[config.mk]
export PLATFORM = sky130hd
export DESIGN_NAME = instr_fetch_unit
export DESIGN_NICKNAME = d
export VERILOG_FILES = /design/src/rtl/instr_fetch_unit.sv
export SDC_FILE = /design/constraint.sdc
export NUM_CORES = 1
export LEC_CHECK = 0
export ABC_AREA = 1
export BUFFER_PORTS_ARGS = -buffer_cell sky130_fd_sc_hd__buf_2
export CAP_MARGIN = 30
export CORE_MARGIN = 2
export CORE_UTILIZATION = 50
export CTS_CLUSTER_SIZE = 40
export DETAILED_ROUTE_END_ITERATION = 8
export HOLD_SLACK_MARGIN = 0.1
export PLACE_DENSITY = 0.72
export SLEW_MARGIN = 0
export SYNTH_ARGS = -nofsm -noshare
export SYNTH_HDL_FRONTEND = slang
export SYNTH_SLANG_ARGS = --single-unit
[constraint.sdc]
create_clock -name clk -period 7.6 [get_ports clk]
set_input_delay 1.14 -clock clk [delete_from_list [all_inputs] [get_ports clk]]
set_output_delay 1.14 -clock clk [all_outputs]
set_load 0.02 [all_outputs]
[src/rtl/instr_fetch_unit.sv]
// Instruction fetch: owns the PC, fetches over req/ack, presents a registered IF/ID word.
// Latency: imem_ack -> if_valid one cycle; one instruction per cycle with zero-wait ack.
// Backpressure: stall holds the IF/ID word; a fetch landing during stall parks in a one-entry skid.
module instr_fetch_unit #(
  parameter logic [31:0] RESET_PC  = 32'h0000_0000,
  parameter logic [31:0] NOP_INSTR = 32'h0000_0013
) (
  input  logic        clk,
  input  logic        reset,
  output logic        imem_req,
  output logic [31:0] imem_addr,
  input  logic        imem_ack,
  input  logic [31:0] imem_rdata,
  input  logic        stall,
  input  logic        redirect,
  input  logic [31:0] redirect_pc,
  output logic [31:0] instruction_code,
  output logic [31:0] if_pc,
  output logic        if_valid
);

  typedef enum logic [1:0] {
    FETCH = 2'd0,
    HOLD  = 2'd1,
    DROP  = 2'd2
  } state_t;

  typedef struct packed {
    logic [31:0] instr;
    logic [31:0] pc;
  } ifid_t;

  state_t      state_q, state_d;
  logic [31:0] pc_q, pc_d;
  logic [31:0] tgt_q, tgt_d;
  ifid_t       skid_q, skid_d;
  ifid_t       out_q, out_d;
  logic        out_vld_q, out_vld_d;

  logic        out_free;
  logic [31:0] redir_tgt;
  logic [31:0] pc_inc;
  ifid_t       fetched;

  assign redir_tgt = redirect_pc & ~32'd3;
  assign pc_inc    = pc_q + 32'd4;
  assign fetched   = '{instr: imem_rdata, pc: pc_q};
  assign out_free  = !out_vld_q || !stall;

  // In DROP the abandoned address stays on the bus until its ack arrives.
  assign imem_req         = !reset && ((state_q == FETCH) || (state_q == DROP));
  assign imem_addr        = pc_q;
  assign instruction_code = out_q.instr;
  assign if_pc            = out_q.pc;
  assign if_valid         = out_vld_q;

  always_comb begin
    state_d   = state_q;
    pc_d      = pc_q;
    tgt_d     = tgt_q;
    skid_d    = skid_q;
    out_d     = out_q;
    out_vld_d = out_vld_q;

    case (state_q)
      FETCH: begin
        if (redirect) begin
          if (imem_ack) begin
            pc_d = redir_tgt;
          end else begin
            tgt_d   = redir_tgt;
            state_d = DROP;
          end
        end else if (imem_ack) begin
          pc_d = pc_inc;
          if (out_free) begin
            out_d     = fetched;
            out_vld_d = 1'b1;
          end else begin
            skid_d  = fetched;
            state_d = HOLD;
          end
        end else if (out_free) begin
          out_vld_d   = 1'b0;
          out_d.instr = NOP_INSTR;
        end
      end

      HOLD: begin
        if (redirect) begin
          pc_d    = redir_tgt;
          state_d = FETCH;
        end else if (!stall) begin
          out_d     = skid_q;
          out_vld_d = 1'b1;
          state_d   = FETCH;
        end
      end

      DROP: begin
        // The latest redirect wins; an ack in the same cycle retires the stale fetch.
        if (redirect) begin
          if (imem_ack) begin
            pc_d    = redir_tgt;
            state_d = FETCH;
          end else begin
            tgt_d = redir_tgt;
          end
        end else if (imem_ack) begin
          pc_d    = tgt_q;
          state_d = FETCH;
        end
      end

      default: begin
        state_d = FETCH;
      end
    endcase

    if (redirect) begin
      out_vld_d   = 1'b0;
      out_d.instr = NOP_INSTR;
    end
  end

  always_ff @(posedge clk or posedge reset) begin
    if (reset) begin
      state_q   <= FETCH;
      pc_q      <= RESET_PC;
      tgt_q     <= RESET_PC;
      skid_q    <= '0;
      out_q     <= '{instr: NOP_INSTR, pc: 32'h0};
      out_vld_q <= 1'b0;
    end else begin
      state_q   <= state_d;
      pc_q      <= pc_d;
      tgt_q     <= tgt_d;
      skid_q    <= skid_d;
      out_q     <= out_d;
      out_vld_q <= out_vld_d;
    end
  end

endmodule
# Word level (Yosys, flattened, before mapping)
# Cells that the tools add are included.
word_totals:
  reg_bits: 193
  output_inout_bits: 98
op_classes:
  mux: 30
  n_reduce_logical: 17
  bitwise_logic: 3
  add_sub_neg: 1
  eq_ne: 15
op_table:
  columns: ["op", "n"]
  rows:
  - ["2-to-1 mux 32 bit", 10]
  - ["2-to-1 mux 64 bit", 4]
  - ["case mux 64 bit (2 select lines)", 1]
  - ["case mux 32 bit (3 select lines)", 1]
  - ["adder 32 x 3 -> 32 bit (second input constant)", 1]
  - ["inequality test 3 bit (second input constant)", 6]
  - ["2-to-1 mux 2 bit", 7]
  - ["inequality test 2 bit (second input constant)", 7]
  - ["AND reduction 4 bit", 2]
  - ["case mux 2 bit (3 select lines)", 1]
  - ["AND reduction 3 bit", 2]
  - ["AND reduction 6 bit", 1]
  - ["nonzero test 3 bit", 2]
  - ["2-to-1 mux 1 bit", 5]
  - ["AND reduction 5 bit", 1]
  - ["zero test 1 bit", 3]
  - ["inverter 1 bit", 3]
  - ["equality test 2 x 1 -> 1 bit (second input constant)", 1]
  - ["equality test 2 bit (second input constant)", 1]
  - ["zero test 2 bit", 1]
  - ["logical OR 1 bit", 2]
  - ["case mux 1 bit (2 select lines)", 1]
  - ["nonzero test 2 bit", 1]
  - ["OR reduction 2 bit", 1]
  - ["logical AND 1 bit", 1]

# Depth between registers and ports, before layout
# Gate-level depths: netlist of the first run.
depth:
  ltp_word: 7
  depth_mapped: 11
  ltp_nobuf: 11

# Worst setup path after synthesis of the first run
# Ideal clock, no wire load.
synth_timing:
  path_type: "input to output"
  start: "input port reset"
  end: "output port imem_req"
  path_buffers: 0
  cell_stages: 1
  t_required_ns: 6.460
  arrival_time_ns: 1.433
  setup_slack_ns: 5.027
  cell_sequence: "nor2_1"
synth_via:
  elab_chain_cells: 2
synth_lines:
  columns: ["item", "line", "text"]
  rows:
  - ["start: declaration", "9", "input logic reset,"]
  - ["zero test 1 bit (no line)", null, null]
  - ["logical AND 1 bit", "51", "assign imem_req = !reset && ((state_q == FETCH) || (state_q == DROP));"]
  - ["end: declaration", "10", "output logic imem_req,"]
# Every way passes these cells.

# Worst setup path in the final report of the first run
layout_timing:
  start: "register state_q[1]"
  end: "register out_q (netlist bit instruction_code[15])"
layout_via:
  elab_chain_cells: 3
layout_lines:
  columns: ["item", "line", "text"]
  rows:
  - ["start: declaration", "33", "state_t state_q, state_d;"]
  - ["start signal: assignment", "135", "state_q <= state_d;"]
  - ["equality test 2 x 1 -> 1 bit or zero test 2 bit (tied branches)", "65", "case (state_q)"]
  - ["inequality test 3 bit (no line), or another cell as far along", null, null]
  - ["AND reduction 3 bit (no line) or 2-to-1 mux 32 bit (tied branches)", null, null]
  - ["end signal: assignment", "132", "out_q <= '{instr: NOP_INSTR, pc: 32'h0};"]
  - ["end signal: assignment", "139", "out_q <= out_d;"]
  - ["end: declaration", "37", "ifid_t out_q, out_d;"]
# Parallel ways exist; a longest one is shown, timed or not.
# A chain may end at the register's enable or synchronous reset.

==> impl_metrics.env, run 1 <==
export IMPL_cts_tree="built"
export IMPL_finalHoldViolations=0
export IMPL_wl_per_cell_um=15.5
export IMPL_boundaryPins=167
export IMPL_ys_ff_latch=193
export IMPL_fin_crit_ns=4.02
export IMPL_rsz0062_at_grt="false"
export IMPL_overflow=0
export IMPL_worstPathRequired_ns=7.90
export IMPL_cpPeakStageDelay_ns=0.82
export IMPL_path_max_fanout=58
export IMPL_end_kind="register"
export IMPL_power_density_nw_per_um2=424
export IMPL_yosysWarnings=0
export IMPL_start_util_pct=51.3
export IMPL_drt_initial_drc_count=668
export IMPL_grt_max_degree=132
export IMPL_layout_drive_gt1_share_pct=17.7
export IMPL_final_cell_mix="405 x nand2_1, 199 x o21ai_0, 190 x dfrtp_1"
export IMPL_gp_congestion=0.935
export IMPL_tns_ns=0
export IMPL_fmax_mhz=249
export IMPL_syn_inst=1282
export IMPL_path_cells="inv_1, ha_2, buf_4, inv_1, nand2_1, nor2_1, nor3_4, inv_1, buf_8, nand2_1, o21ai_0"
export IMPL_die_w_um=146
export IMPL_grt_pass1_vias=8106
export IMPL_report_final_slew_viol_count=0
export IMPL_syn2layout_area_growth_pct=16.4
export IMPL_irDropWorstVdd_mv=0.194
export IMPL_dp_hpwl_um=17900
export IMPL_critPathMostFrequentCell="inv_1"
export IMPL_h_tree_depth=4
export IMPL_cts_buffers=17
export IMPL_nNetsFinal=1481
export IMPL_hold_path_class="register to register"
export IMPL_wl_um=26200
export IMPL_antenna_found_initial=3
export IMPL_cts_setup_buffers=0
export IMPL_ys_seq_area_share_pct=48.1
export IMPL_final_area_sq_um=11700
export IMPL_die_h_um=146
export IMPL_insertion_delay_ns=0.44
export IMPL_path_class="register to register"
export IMPL_port_buffers=164
export IMPL_syn_avg_cell_area_sq_um=7.84
export IMPL_max_cap_violations=0
export IMPL_clk_path_buf_depth=2
export IMPL_finalSetupViolCount=0
export IMPL_hold_buffers=0
export IMPL_synth_flop_cell="dfrtp_1"
export IMPL_worstSetupStartpointType="register"
export IMPL_leakage_uw=0.00567
export IMPL_root_buffer="clkbuf_16"
export IMPL_synth_area_sq_um=10100
export IMPL_ant_nets=0
export IMPL_dr_total_vias=8844
export IMPL_place_area_sq_um=11000
export IMPL_layout_commonest_cell="nand2_1"
export IMPL_clock_sinks=193
export IMPL_synth_edf_count=0
export IMPL_synthDistinctLibCells=36
export IMPL_slowest_stage="nand2_1"
export IMPL_path_clk_slew_ns=0.08
export IMPL_status="completed"
export IMPL_core_area_sq_um=19600
export IMPL_relSlewSlack_pct=35.8
export IMPL_async_flop_share_pct=100
export IMPL_routed_via_density=5.24
export IMPL_grt_pass1_wl_um=42800
export IMPL_period_share_pct=52.8
export IMPL_fillers=1783
export IMPL_rows=51
export IMPL_die_area_sq_um=21300
export IMPL_grt_usage_pct=24.8
export IMPL_drt_pass1_iterations=5
export IMPL_synth_nets=1355
export IMPL_worstMarginPinSlew_ns=0.960
export IMPL_whs_ns=0.480
export IMPL_post_cts_resized=0
export IMPL_drc_errors=0
export IMPL_finalClockSkew_ns=0.0155
export IMPL_cp_data_arrival_time_ns=4.32
## final timing paths
path | end | slack [ns] | from | cells after the start
worst max-delay path | instruction_code[15] | 3.58 | state_q[1] | 11
worst min-delay path | if_pc[5] | 0.48 | if_pc[5] | 2
worst min register to register | if_pc[5] | 0.48 | if_pc[5] | 2
min in group asynchronous | skid_q[38] | 0.90 | reset | 2
max in group asynchronous | skid_q[13] | 5.30 | reset | 3
worst max register to register | instruction_code[15] | 3.58 | state_q[1] | 11
## logic make-up (layout without fill, tap and decap cells)
| kind of cell | after synthesis | after routing | share of synthesized area [%] |
|---|---|---|---|
| multiplexers | 74 | 74 | 7.95 |
| buffers and inverters | 176 | 315 | 7.04 |
| other | 0 | 1 | 0 |
| flip-flops | 193 | 193 | 48.1 |
| AND/OR/NAND/NOR | 543 | 543 | 21.2 |
| AO/OA/AOI/OAI | 292 | 292 | 15.2 |
| adder cells (fa/ha/maj) | 4 | 4 | 0.498 |
## cells in the mapped netlist (2+ instances only)
library cell,number,area [sq um]
nor2_1,78,293
inv_2,4,15.0
o21a_1,2,15.0
dfstp_2,3,78.8
nand2_1,406,1520
nor3_1,3,15.0
mux2i_1,27,270
a21oi_1,71,355
o21ai_2,2,17.5
o21ai_1,2,10.0
nand3_1,49,245
buf_2,19,95.1
buf_1,5,18.8
nor2_2,2,12.5
a22oi_1,3,22.5
inv_1,104,390
dfrtp_1,190,4750
o22a_1,3,26.3
buf_6,3,33.8
ha_1,4,50.1
mux2_2,27,304
o21ai_0,199,996
clkbuf_1,40,150
o211ai_1,5,37.5
mux2_1,20,225
## stage by stage
stage               utilization [%]  setup WS [ns]  cells  power [uW]
floorplan                         -           1.21   1282        3320
global placement               56.1           3.25   1651        3920
detailed placement             56.3           3.32   1653        4000
CTS                            59.6           3.58   1685        4960
global route                   59.7           3.19   1686        5330
finish                         59.7           3.58   1687        4960
## layer usage
layer	up-vias	track usage, %	part of all wire, %	routed length (um)
met4	2	7.50	2.0	514
met2	264	35.9	43	11200
li1	4435	-	-	-
met1	4107	37.9	48	12700
met3	36	4.61	6.8	1770
met5	-	0	0.050	13
## power by group
part | leakage (uW) | switching [uW] | internal [uW]
clock network | 0.000309 | 448 | 508
registers | 0.00246 | 315 | 1500
logic | 0.00290 | 1450 | 745
total | 0.00567 | 2210 | 2750
## area by class of cell
cell class / instances / area (sq um) / share of cell area, %
Tap cell: 265 / 332 / 2.83
Clock inverter: 15 / 209 / 1.79
Clock buffer: 17 / 425 / 3.64
Inverter: 108 / 413 / 3.53
Antenna cell: 1 / 2.50 / 0.0214
Sequential cell: 193 / 4830 / 41.3
Multi-Input combinational cell: 913 / 4530 / 38.8
Timing Repair Buffer: 175 / 951 / 8.13
## sequential cells by signal, indices dropped and copies added (netlist names)
signal and cells:
skid_q 64, if_pc 32, imem_addr 32, instruction_code 32, tgt_q 30, state_q 2, if_valid 1
## critical path: cells and delay by family, from the launching register on
| family | cells | cell delay, ns |
|---|---|---|
| DFF | 1 | 0.40 |
| and+or+nand+nor | 4 | 1.39 |
| adders and majority gates | 1 | 0.18 |
| buffers and inverters | 5 | 1.81 |
| AOI/OAI and AO/OA | 1 | 0.09 |
Power figures use the tool's default switching activity.
==> run 2, diff against run 1 <==
clock period = 4 ns   (was 7.6 ns; I/O delays follow)
==> impl_metrics.env, run 2 (same netlist as run 1, synthesis figures left out) <==
export IMPL_dp_hpwl_um=18100
export IMPL_root_buffer="clkbuf_16"
export IMPL_ant_nets=0
export IMPL_final_cell_mix="405 x nand2_1, 199 x o21ai_0, 190 x dfrtp_1"
export IMPL_path_depth=9
export IMPL_hold_path_class="primary input to async pin"
export IMPL_die_h_um=146
export IMPL_power_density_nw_per_um2=807
export IMPL_port_buffers=164
export IMPL_tns_ns=0
export IMPL_place_area_sq_um=11100
export IMPL_overflow=0
export IMPL_grt_usage_pct=25.1
export IMPL_boundaryPins=167
export IMPL_report_final_slew_viol_count=0
export IMPL_worstMarginPinSlew_ns=0.867
export IMPL_wl_um=26200
export IMPL_grt_pass1_vias=8353
export IMPL_drc_errors=0
export IMPL_path_class="register to register"
export IMPL_irDropWorstVdd_mv=0.390
export IMPL_status="completed"
export IMPL_grt_pass1_wl_um=43300
export IMPL_finalHoldViolations=0
export IMPL_cpPeakStageDelay_ns=0.57
export IMPL_layout_commonest_cell="nand2_1"
export IMPL_cts_buffers=17
export IMPL_syn2layout_area_growth_pct=16.4
export IMPL_gp_congestion=0.962
export IMPL_whs_ns=0.218
export IMPL_critPathMostFrequentCell="inv_1"
export IMPL_final_area_sq_um=11700
export IMPL_end_kind="register"
export IMPL_die_w_um=146
export IMPL_cp_data_arrival_time_ns=2.97
export IMPL_core_area_sq_um=19600
export IMPL_finalClockSkew_ns=0.0131
export IMPL_grt_max_degree=111
export IMPL_relSlewSlack_pct=42.2
export IMPL_cts_tree="built"
export IMPL_period_share_pct=65.5
export IMPL_clock_sinks=193
export IMPL_fmax_mhz=382
export IMPL_layout_drive_gt1_share_pct=17.8
export IMPL_start_util_pct=51.3
export IMPL_leakage_uw=0.00567
export IMPL_drt_pass1_iterations=5
export IMPL_slowest_stage="ha_2"
export IMPL_largest_reg_flops=64
export IMPL_wl_per_cell_um=15.5
export IMPL_rows=51
export IMPL_finalSetupViolCount=0
export IMPL_path_cells="inv_1, ha_2, inv_1, nand2_1, nor2_1, nor3_4, o21ai_2, buf_4, o21ai_0"
export IMPL_hold_buffers=0
export IMPL_dr_total_vias=8955
export IMPL_clk_path_buf_depth=2
export IMPL_nNetsFinal=1485
export IMPL_die_area_sq_um=21300
export IMPL_post_cts_resized=0
export IMPL_cp_top_family="buffers and inverters"
export IMPL_fin_crit_ns=2.62
export IMPL_path_clk_slew_ns=0.08
export IMPL_worstPathRequired_ns=4.35
export IMPL_max_cap_violations=0
export IMPL_antenna_found_initial=4
export IMPL_routed_via_density=5.29
export IMPL_insertion_delay_ns=0.44
export IMPL_cts_setup_buffers=0
export IMPL_drt_initial_drc_count=862
export IMPL_worstSetupStartpointType="register"
export IMPL_regMostFlops="skid_q"
export IMPL_worst_path_buf_inv=3
export IMPL_path_max_fanout=31
export IMPL_fillers=1810
export IMPL_reg2regPathDepth=9
export IMPL_rsz0062_at_grt="false"
export IMPL_h_tree_depth=4
run 2: cell types whose count changed in the layout (fill, tap and decap cells not counted):
cell and delta:
buf_12 +2, buf_16 -2, buf_4 +5, buf_8 -1
bufinv_16 +1, clkbuf_1 +1, clkbuf_8 +1, clkinv_8 -3
clkinvlp_4 +2, diode_2 +2, inv_6 -1, inv_8 -1
run 2: stage by stage:
step	instances	setup WS, ns	utilization [%]	total power (uW)
floorplan	1282	0.912	-	6310
global route	1692	1.06	59.7	10200
CTS	1690	1.37	59.7	9450
global placement	1658	1.33	56.5	7480
detailed placement	1658	1.28	56.5	7600
finish	1693	1.38	59.8	9450
run 2: area by class of cell:
cell class / count / area (sq um) / area share [%]
antenna: 3 / 7.51 / 0.0641
clock buffer: 19 / 443 / 3.78
clock inverter: 13 / 189 / 1.61
inverter: 108 / 409 / 3.50
multi-input combinational: 913 / 4530 / 38.7
sequential: 193 / 4830 / 41.3
tap: 265 / 332 / 2.83
timing repair buffer: 179 / 958 / 8.19
run 2: final timing paths:
kind                                       from              endpoint  slack, ns
setup / recovery                     state_q[1]   instruction_code[6]       1.38
hold / removal                            reset  instruction_code[17]       0.22
setup reg to reg                     state_q[1]   instruction_code[6]       1.38
hold reg to reg            instruction_code[31]  instruction_code[31]       0.47
max in group asynchronous                 reset            skid_q[17]       2.82
min in group clk                 imem_rdata[14]            skid_q[46]       0.38
run 2: worst reg2reg max path: cells and delay by family, from the launching register on:
kind	cells	cell delay [ns]
flops	1	0.38
compound gates	2	0.32
fa+ha+maj	1	0.57
buf+inv	3	0.70
simple gates	3	0.57
run 2: layer usage:
layer	part of all wire (%)	up-vias	GRT usage, %
met4	2.3	2	8.14
met3	7.0	39	5.67
met5	0.050	-	0
met1	48	4176	37.2
met2	43	300	36.5
li1	-	4438	-
run 2: report_power, final:
part           total (uW)  switching [uW]  leakage, uW  internal [uW]
sequential           3440             603      0.00246           2840
clock                1840             808     0.000306           1030
combinational        4170            2760      0.00290           1410
==> run 3, diff against run 2 <==
PLACE_DENSITY = 0.75   (was 0.72)
clock period = 2.1 ns   (was 4 ns; I/O delays follow)
==> impl_metrics.env, run 3 (same netlist as run 1, synthesis figures left out) <==
export IMPL_boundaryPins=167
export IMPL_largest_reg_flops=64
export IMPL_fin_crit_ns=1.94
export IMPL_syn2layout_area_growth_pct=19.9
export IMPL_worstHoldStart="imem_rdata[2]"
export IMPL_insertion_delay_ns=0.44
export IMPL_tns_ns=0
export IMPL_wl_um=26900
export IMPL_end_kind="register"
export IMPL_reg2reg_to="imem_addr[13]"
export IMPL_overflow=0
export IMPL_period_share_pct=92.4
export IMPL_path_clk_slew_ns=0.08
export IMPL_antenna_found_initial=0
export IMPL_cts_tree="built"
export IMPL_status="completed"
export IMPL_layout_commonest_cell="nand2_1"
export IMPL_report_final_slew_viol_count=0
export IMPL_p_total_uw=18300
export IMPL_min_path_cells=2
export IMPL_die_h_um=146
export IMPL_met3_length_um=1460
export IMPL_relSlewSlack_pct=66.7
export IMPL_path_max_fanout=38
export IMPL_finalClockSkew_ns=0.00829
export IMPL_start_util_pct=51.3
export IMPL_clk_path_buf_depth=2
export IMPL_routed_via_density=5.33
export IMPL_finalSetupViolCount=0
export IMPL_port_buffers=164
export IMPL_gp_congestion=0.948
export IMPL_path_class="register to register"
export IMPL_wl_per_cell_um=15.7
export IMPL_seqCellArea_sq_um=4830
export IMPL_fmax_mhz=515
export IMPL_grt_max_degree=65
export IMPL_stdcell_count=1718
export IMPL_multi_input_area_sq_um=4540
export IMPL_dr_total_vias=9163
export IMPL_clock_sinks=193
export IMPL_grt_usage_pct=25.6
export IMPL_rows=51
export IMPL_drc_errors=0
export IMPL_regMostFlops="skid_q"
export IMPL_dp_cells=1673
export IMPL_reg2reg_from="state_q[0]"
export IMPL_root_buffer="clkbuf_16"
export IMPL_grt_pass1_wl_um=44400
export IMPL_dp_hpwl_um=19100
export IMPL_max_cap_violations=0
export IMPL_worstHoldEndpoint="skid_q[34]"
export IMPL_power_density_nw_per_um2=1520
export IMPL_whs_ns=0.112
export IMPL_setup_ws_ns=0.159
export IMPL_layout_drive_gt1_share_pct=18.7
export IMPL_h_tree_depth=4
export IMPL_fillers=1749
export IMPL_met1_length_um=12800
export IMPL_r2r_setup_slack_ns=0.16
export IMPL_die_area_sq_um=21300
export IMPL_cts_setup_buffers=0
export IMPL_drt_pass1_iterations=5
export IMPL_top_layer="met4"
export IMPL_irDropWorstVdd_mv=0.729
export IMPL_reg2regPathDepth=10
export IMPL_worstPathRequired_ns=2.45
export IMPL_die_w_um=146
export IMPL_cts_buffers=17
export IMPL_final_cell_mix="405 x nand2_1, 199 x o21ai_0, 190 x dfrtp_1"
export IMPL_diodes=0
export IMPL_grt_pass1_vias=8488
export IMPL_ant_nets=0
export IMPL_leakage_uw=0.00583
export IMPL_hold_path_class="primary input to register"
export IMPL_drt_initial_drc_count=868
export IMPL_worstSetupStartpointType="register"
export IMPL_core_area_sq_um=19600
export IMPL_route_met2_wl_um=12000
export IMPL_cp_data_arrival_time_ns=2.30
export IMPL_nNetsFinal=1513
export IMPL_finalHoldViolations=0
export IMPL_worstMarginPinSlew_ns=0.497
export IMPL_pre_cts_slack_ns=0.121
[run 3: cell types whose count changed in the layout (fill, tap and decap cells not counted), sizes merged]
| cell | before | now |
|---|---|---|
| clkinvlp | 2 | 4 |
| buf | 179 | 194 |
| clkbuf | 19 | 18 |
| diode | 3 | 0 |
| dlygate4sd3 | 0 | 13 |
| bufinv | 3 | 1 |
| inv | 114 | 115 |
[run 3: final cells by class]
| type | instances | share of cell area, % |
|---|---|---|
| clock inverters | 14 | 1.37 |
| multi-input cells | 913 | 37.7 |
| repair buffers | 207 | 11.0 |
| flip-flops and latches | 193 | 40.1 |
| well taps | 265 | 2.75 |
| clock buffers | 18 | 3.64 |
| inverters | 108 | 3.39 |
[run 3: stage by stage]
step                utilization [%]  cell area [sq um]
floorplan                         -              10100
global placement               57.7              11300
detailed placement             57.7              11300
CTS                            61.5              12000
global route                   61.5              12100
finish                         61.5              12100
[run 3: worst max-delay path, stage by stage, from the launching register on]
cell and delay [ns]:
dfrtp_1 0.39, inv_1 0.14, ha_2 0.28, nor2_4 0.08, buf_4 0.14, a21oi_4 0.21, inv_2 0.11, buf_12 0.18
a21oi_1 0.16, nand2_1 0.07, o21ai_0 0.07
[run 3: where the power goes]
part           switching (uW)  internal [uW]  total, uW
registers                1150           5410       6570
logic                    5380           2970       8350
clock network            1610           1740       3350
total                    8140          10100      18300
[run 3: what timing repair did]
item	in CTS	in global routing
hold buffers	13	0
gates resized for setup	0	4
endpoints found under the hold margin	20	0
setup endpoints to repair	0	36
[run 3: how the worst max path moves through the flow]
stage	from	endpoint	slack, ns	cells after the start
floorplan	reset	if_pc[0]	-0.70	1
global placement	state_q[0]	imem_addr[12]	0.23	10
detailed placement	state_q[0]	imem_addr[13]	0.12	10
CTS	state_q[0]	imem_addr[13]	0.09	10
global route	state_q[1]	instruction_code[18]	-0.001	9
finish	state_q[0]	imem_addr[13]	0.16	10
[run 3: routing by layer]
metal  vias up  global-route usage (%)
met2       290                    38.3
met3        39                    3.73
li1       4487                       -
met1      4347                    38.4
met5         -                       0
met4         0                    8.33
